$ cat config.mk
export PLATFORM = sky130hd
export DESIGN_NAME = reset_release_sequencer
export DESIGN_NICKNAME = d
export VERILOG_FILES = /design/src/rtl/reset_seq_pkg.sv /design/src/rtl/reset_sync_chain.sv /design/src/rtl/reset_release_sequencer.sv
export SDC_FILE = /design/constraint.sdc
export NUM_CORES = 1
export LEC_CHECK = 0
export CAP_MARGIN = 20
export CORE_MARGIN = 8
export CORE_UTILIZATION = 47
export DETAILED_ROUTE_END_ITERATION = 12
export GPL_TIMING_DRIVEN = 0
export PLACE_DENSITY = 0.8
export SLEW_MARGIN = 20
export SYNTH_ARGS = -nofsm -noshare
export SYNTH_HDL_FRONTEND = slang
export SYNTH_HIERARCHICAL = 1
export SYNTH_SLANG_ARGS = --single-unit
$ cat constraint.sdc
create_clock -name iClock -period 1.95 [get_ports iClock]
set_clock_uncertainty 0.15 [all_clocks]
set_input_delay 0.2925 -clock iClock [delete_from_list [all_inputs] [get_ports iClock]]
set_output_delay 0.2925 -clock iClock [all_outputs]
set_load 0.05 [all_outputs]
$ cat src/rtl/reset_seq_pkg.sv
// Shared state encoding, width helpers and legal-parameter floors for the reset sequencer.
// Latency: none (declarations only).
// Backpressure: none (declarations only).
package reset_seq_pkg;

  // Sequencer states.
  typedef enum logic [2:0] {
    stReset = 3'd0,
    stHold  = 3'd1,
    stRel   = 3'd2,
    stWait  = 3'd3,
    stDone  = 3'd4
  } seqState_t;

  // Smallest legal parameter values.
  localparam int MIN_SYNC_STAGES    = 2;
  localparam int MIN_NUM_DOMAINS    = 1;
  localparam int MIN_HOLD_CYCLES    = 1;
  localparam int MIN_TIMEOUT_CYCLES = 1;

  // Value loaded into the hold counter when leaving RESET. The edge that
  // lands in the last synchronizer stage and the edge that leaves RESET both
  // count toward the hold period, so a raw release sees oPreset[0] at edge
  // SYNC_STAGES+HOLD_CYCLES while a soft reset (no synchronizer) waits the
  // full HOLD_CYCLES+1 edges.
  localparam int HOLD_PRELOAD = 2;

  // Number of bits needed to encode values 0..value-1 (0 for value<=1).
  function automatic int clog2Int(input int value);
    int width;
    width = 0;
    for (int i = 0; i < 31; i++) begin
      if ((1 << i) < value) width = i + 1;
    end
    return width;
  endfunction

  function automatic int maxInt(input int a, input int b);
    return (a > b) ? a : b;
  endfunction

endpackage

$ cat src/rtl/reset_sync_chain.sv
// Reset deassertion synchronizer: async clear, shifts in a constant 1.
// Latency: release visible SYNC_STAGES edges after iReset goes high; assertion is immediate.
// Backpressure: none; free-running chain.
module reset_sync_chain #(
  parameter int SYNC_STAGES = 2
) (
  input  logic iClock,
  input  logic iReset,
  output logic oRelease
);

  logic [SYNC_STAGES-1:0] stages;

  // Clear asynchronously, then walk a 1 through the chain on each edge.
  always_ff @(posedge iClock or negedge iReset) begin
    if (!iReset) begin
      stages <= '0;
    end else begin
      stages <= {stages[SYNC_STAGES-2:0], 1'b1};
    end
  end

  assign oRelease = stages[SYNC_STAGES-1];

endmodule

$ cat src/rtl/reset_release_sequencer.sv
// Staged active-low reset release: sync, hold, then release domains in order on ready handshakes.
// Latency: oPreset[0] at edge SYNC_STAGES+HOLD_CYCLES; each next domain on the edge sampling the previous ready.
// Backpressure: a domain waits for its iReady (or the watchdog when RSTSEQ_TIMEOUT_EN is defined).
module reset_release_sequencer
  import reset_seq_pkg::*;
#(
  parameter int DELAY          = 1,
  parameter int SYNC_STAGES    = 2,
  parameter int NUM_DOMAINS    = 4,
  parameter int HOLD_CYCLES    = 16,
  parameter int TIMEOUT_CYCLES = 256
) (
  input  logic                                   iClock,
  input  logic                                   iReset,
  input  logic                                   iSoftReq,
  input  logic [NUM_DOMAINS-1:0]                 iReady,
  output logic [NUM_DOMAINS-1:0]                 oPreset,
  output logic                                   oDone,
  output logic                                   oTimeout,
  output logic [clog2Int(NUM_DOMAINS+1)-1:0]     oStage
);

  localparam int STAGE_W = clog2Int(NUM_DOMAINS + 1);
  localparam int IDX_W   = (NUM_DOMAINS > 1) ? clog2Int(NUM_DOMAINS) : 1;
`ifdef RSTSEQ_TIMEOUT_EN
  localparam int CNT_SPAN = maxInt(maxInt(HOLD_CYCLES, TIMEOUT_CYCLES), HOLD_PRELOAD);
`else
  localparam int CNT_SPAN = maxInt(HOLD_CYCLES, HOLD_PRELOAD);
`endif
  localparam int CNT_W = clog2Int(CNT_SPAN + 1);

  localparam logic [CNT_W-1:0]       HOLD_LAST     = CNT_W'(HOLD_CYCLES - 1);
  localparam logic [CNT_W-1:0]       RESET_PRELOAD = CNT_W'(HOLD_PRELOAD);
  localparam logic [CNT_W-1:0]       CNT_ONE       = CNT_W'(1);
  localparam logic [IDX_W-1:0]       LAST_IDX      = IDX_W'(NUM_DOMAINS - 1);
  localparam logic [IDX_W-1:0]       IDX_ONE       = IDX_W'(1);
  localparam logic [STAGE_W-1:0]     STAGE_ONE     = STAGE_W'(1);
  localparam logic [NUM_DOMAINS-1:0] PRESET_ONE    = NUM_DOMAINS'(1);
`ifdef RSTSEQ_TIMEOUT_EN
  localparam logic [CNT_W-1:0]       TO_LAST       = CNT_W'(TIMEOUT_CYCLES - 1);
`endif

  // Parameter legality, caught at elaboration.
  if (SYNC_STAGES < MIN_SYNC_STAGES) begin : gBadSync
    $error("SYNC_STAGES must be at least 2");
  end
  if (NUM_DOMAINS < MIN_NUM_DOMAINS) begin : gBadDomains
    $error("NUM_DOMAINS must be at least 1");
  end
  if (HOLD_CYCLES < MIN_HOLD_CYCLES) begin : gBadHold
    $error("HOLD_CYCLES must be at least 1");
  end
  if (TIMEOUT_CYCLES < MIN_TIMEOUT_CYCLES) begin : gBadTimeout
    $error("TIMEOUT_CYCLES must be at least 1");
  end
  if (DELAY < 0) begin : gBadDelay
    $error("DELAY must not be negative");
  end

  seqState_t        state;
  logic [CNT_W-1:0] cnt;         // hold counter in HOLD, watchdog in WAIT
  logic [IDX_W-1:0] idx;         // domain currently awaiting its ready
  logic             syncRelease;
  logic             readyHit;
  logic             wdExpired;
  logic             timeoutFlag;

  reset_sync_chain #(
    .SYNC_STAGES(SYNC_STAGES)
  ) uSync (
    .iClock  (iClock),
    .iReset  (iReset),
    .oRelease(syncRelease)
  );

  // Ready of the pending domain and watchdog expiry (expiry only counts when ready is absent).
  always_comb begin
    readyHit = iReady[idx];
`ifdef RSTSEQ_TIMEOUT_EN
    wdExpired = (state == stWait) && (cnt >= TO_LAST) && !readyHit;
`else
    wdExpired = 1'b0;
`endif
  end

  // Sequencer FSM with registered outputs; released domains form a thermometer code in oPreset.
  always_ff @(posedge iClock or negedge iReset) begin
    if (!iReset) begin
      state       <= stReset;
      cnt         <= '0;
      idx         <= '0;
      oPreset     <= '0;
      oDone       <= 1'b0;
      timeoutFlag <= 1'b0;
      oStage      <= '0;
    end else begin
      case (state)
        stReset: begin
          if (syncRelease) begin
            state <= stHold;
            cnt   <= RESET_PRELOAD;
          end
        end

        stHold: begin
          if (cnt >= HOLD_LAST) begin
            state <= stRel;
            idx   <= '0;
          end else begin
            cnt <= cnt + CNT_ONE;
          end
        end

        stRel: begin
          oPreset <= (oPreset << 1) | PRESET_ONE;
          oStage  <= oStage + STAGE_ONE;
          cnt     <= '0;
          state   <= stWait;
        end

        stWait: begin
          if (readyHit || wdExpired) begin
            if (wdExpired) timeoutFlag <= 1'b1;
            if (idx == LAST_IDX) begin
              oDone <= 1'b1;
              state <= stDone;
            end else begin
              // Next domain goes on the same edge that accepts this one.
              idx     <= idx + IDX_ONE;
              oPreset <= (oPreset << 1) | PRESET_ONE;
              oStage  <= oStage + STAGE_ONE;
              cnt     <= '0;
            end
          end
`ifdef RSTSEQ_TIMEOUT_EN
          else begin
            cnt <= cnt + CNT_ONE;
          end
`endif
        end

        stDone: begin
          if (iSoftReq) begin
            oPreset     <= '0;
            oStage      <= '0;
            oDone       <= 1'b0;
            timeoutFlag <= 1'b0;
            cnt         <= '0;
            state       <= stHold;
          end
        end

        default: begin
          state <= stReset;
        end
      endcase
    end
  end

  assign oTimeout = timeoutFlag;

endmodule
==> results.sh <==
export IMPL_status="completed"
export IMPL_ios=16
export IMPL_relSlewSlack_pct=40.2
export IMPL_synth_cell_types=37
export IMPL_yosys_area_top_type_share_pct=44.7
export IMPL_synth_seq_cells=20
export IMPL_overflow=0
export IMPL_grt_setup_unrepaired="true"
export IMPL_synth_edff_count=0
export IMPL_maxCapViolations=0
export IMPL_powerDensity_mw_per_mm2=1700
export IMPL_ys_warn_count=6
export IMPL_diodes=0
export IMPL_drt_antenna_violating_nets=0
export IMPL_irDropWorstVdd_mv=1.13
export IMPL_grt_max_degree=21
export IMPL_synthTopCellsByArea="dfrtp_1 45%, mux2i_1 9.8%, ha_1 4.5%"
export IMPL_syn_nets=122
export IMPL_fin_nets=147
export IMPL_worstPathRequired_ns=1.99
export IMPL_firstDrtPassIters=5
export IMPL_r2r_slack_ns=0.02
export IMPL_clk_pin_slew_ns=0.10
export IMPL_power_switching_mw=1.13
export IMPL_die_w_um=64.8
export IMPL_num_rows=17
export IMPL_final_cell_mix="18 x dfrtp_1, 11 x mux2i_1, 9 x inv_1, 9 x nand2_1"
export IMPL_initial_core_util_pct=50.1
export IMPL_final_common_cell="dfrtp_1"
export IMPL_ys_async_sr_fraction_pct=100
export IMPL_p_leak_nw=0.691
export IMPL_dp_hpwl_um=1710
export IMPL_cts_root_buf="clkbuf_4"
export IMPL_worst_pin_slew_ns=0.894
export IMPL_reg2reg_depth=5
export IMPL_fill_cells=196
export IMPL_synthCells=111
export IMPL_setup_violations_final=0
export IMPL_power_share_clock_pct=7.8
export IMPL_cts_sinks=20
export IMPL_finalPower_mw=2.41
export IMPL_internal_power_mw=1.27
export IMPL_wire_per_inst_um=15.2
export IMPL_crit_fanout=8
export IMPL_slew_viol_final=0
export IMPL_cts_hold_buf=0
export IMPL_holdPathStages=0
export IMPL_syn_area_per_cell_um2=10.1
export IMPL_cp_start_kind="flip-flop"
export IMPL_gp_congestion=0.777
export IMPL_via_count=939
export IMPL_post_route_drc_count=0
export IMPL_syn_to_final_growth_pct=26.6
export IMPL_pre_cts_ws_ns=-0.183
export IMPL_first_iter_violations=55
export IMPL_worstSetupPathType="reg2reg"
export IMPL_fmax_mhz=517
export IMPL_core_mm2=0.00223
export IMPL_die_y_um=64.8
export IMPL_post_dp_cell_area_mm2=0.00129
export IMPL_r2r_end="cnt[1]"
export IMPL_yosys_area_top_type="dfrtp_1"
export IMPL_ys_seq_area_share_pct=44.7
export IMPL_p_seq_share_pct=30.7
export IMPL_hp_start="uSync/stages[0]"
export IMPL_startpoint="idx[1]"
export IMPL_finalCritPeriodShare_pct=99.2
export IMPL_max_clock_path_buffers=2
export IMPL_fin_util_pct=63.5
export IMPL_design_area_mm2=0.00142
export IMPL_r2r_start="idx[1]"
export IMPL_grt_pass1_vias=893
export IMPL_finalHoldViolations=0
export IMPL_layout_setup_ws_ns=0.0158
export IMPL_synth_area_mm2=0.00112
export IMPL_wirelength_um=2470
export IMPL_slowest_delay_ns=0.48
export IMPL_holdWs_ns=0.207
export IMPL_pwr_share_comb_pct=61.5
export IMPL_cp_depth=5
export IMPL_crit_buf_inv=0
export IMPL_ys_flop_type="dfrtp_1"
export IMPL_worstSkewPairLatency_ns=0.29
export IMPL_viasPerCell=5.80
export IMPL_die_area_mm2=0.00420
export IMPL_numCtsBuffers=3
export IMPL_cp_arrival_ns=1.97
export IMPL_path_cells="ha_4, or3b_1, o32ai_1, o21a_2, mux2_4"
export IMPL_p_sw_share_pct=47.0
export IMPL_fin_crit_ns=1.93
export IMPL_crit_family="flip-flops"
export IMPL_drive_gt1_share_pct=23.1
export IMPL_portBuffers=14
export IMPL_cts_tree="built"
export IMPL_crit_path_top_delay_cell="dfrtp_2"
export IMPL_cts_max_level=1
export IMPL_antenna_found_initial=0
export IMPL_min_to="uSync/stages[1]"
export IMPL_grt_pass1_wl_um=3820
export IMPL_min_path_type="reg2reg"
export IMPL_end_kind="flip-flop"
export IMPL_track_usage_pct=11.1
==> routing by layer <==
metal  global-route usage (%)  share of wire [%]  vias to the layer above
li1                         -                  -                      443
met1                     13.3                 44                      451
met2                     18.9                 48                       38
met3                     2.41                6.8                        7
met4                     4.36                2.0                        0
met5                        0                  0                        -
==> state kept, by name, indices dropped and copies added, names as in the netlist <==
| name | cells |
|---|---|
| oPreset | 4 |
| oStage | 3 |
| oDone | 1 |
| idx | 2 |
| state | 3 |
| uSync/stages | 2 |
| cnt | 5 |
==> Yosys cell counts, types with 2 or more instances <==
library cell	count
nor3_1	3
o21ai_0	5
nor2_1	5
and3_1	2
nand4_1	2
mux2i_1	11
a21oi_1	3
dfrtp_1	20
ha_1	4
conb_1	2
nand3_1	4
o32ai_1	4
o22ai_1	3
inv_1	11
clkbuf_2	2
nand2_1	9
==> cell families (layout without fill, tap and decap cells) <==
group,count (synthesis),in the layout,share of synthesized area (%)
AOI/OAI and AO/OA,24,24,15.9
buffers and inverters,15,38,5.70
muxes,13,13,13.2
and+or+nand+nor,33,33,15.4
DFF,20,20,44.7
other,2,2,0.671
adders and majority gates,4,4,4.47
==> power by group through the flow <==
stage          Combinational (mW)  Clock, mW  Sequential [mW]
2_1_floorplan               0.705          0             1.02
3_3_place_gp                 1.29          0            0.746
3_5_place_dp                 1.32          0            0.756
4_1_cts                      1.39      0.198            0.722
5_1_grt                      1.60      0.211            0.762
6_report                     1.48      0.189            0.737
==> stage by stage <==
| step | setup TNS (ns) | cells |
|---|---|---|
| 6_report | 0 | 162 |
| 4_1_cts | -0.0604 | 160 |
| 3_3_place_gp | -0.111 | 153 |
| 2_1_floorplan | 0 | 111 |
| 5_1_grt | -0.109 | 162 |
| 3_5_place_dp | -0.369 | 153 |
==> final cells by class <==
| class | count | area, µm² | share of cell area, % |
|---|---|---|---|
| Timing Repair Buffer | 20 | 180 | 12.7 |
| Inverter | 11 | 41.3 | 2.91 |
| Buffer | 4 | 22.5 | 1.59 |
| Tap cell | 28 | 35.0 | 2.47 |
| Clock buffer | 3 | 22.5 | 1.59 |
| Sequential cell | 20 | 503 | 35.5 |
| Multi-Input combinational cell | 76 | 613 | 43.2 |
==> how the worst max path moves through the flow <==
stage,to,slack [ns]
floorplan,cnt[1],0.02
global placement,cnt[1],-0.11
detailed placement,cnt[1],-0.18
CTS,cnt[1],-0.03
global route,cnt[1],-0.05
finish,cnt[1],0.02
==> worst register-to-register path, delay by kind of cell, from the launching register on <==
family	cells	cell delay, ns
compound gates	2	0.35
fa+ha+maj	1	0.20
simple gates	1	0.35
flops	1	0.48
mux	1	0.30
==> what timing repair did <==
action / in CTS / in global routing
resized for setup: 11 / 10
setup buffers: 4 / 2
setup endpoints to repair: 12 / 8
pin swaps: 2 / 3
Note: power is estimated with default switching activity, not from simulation.
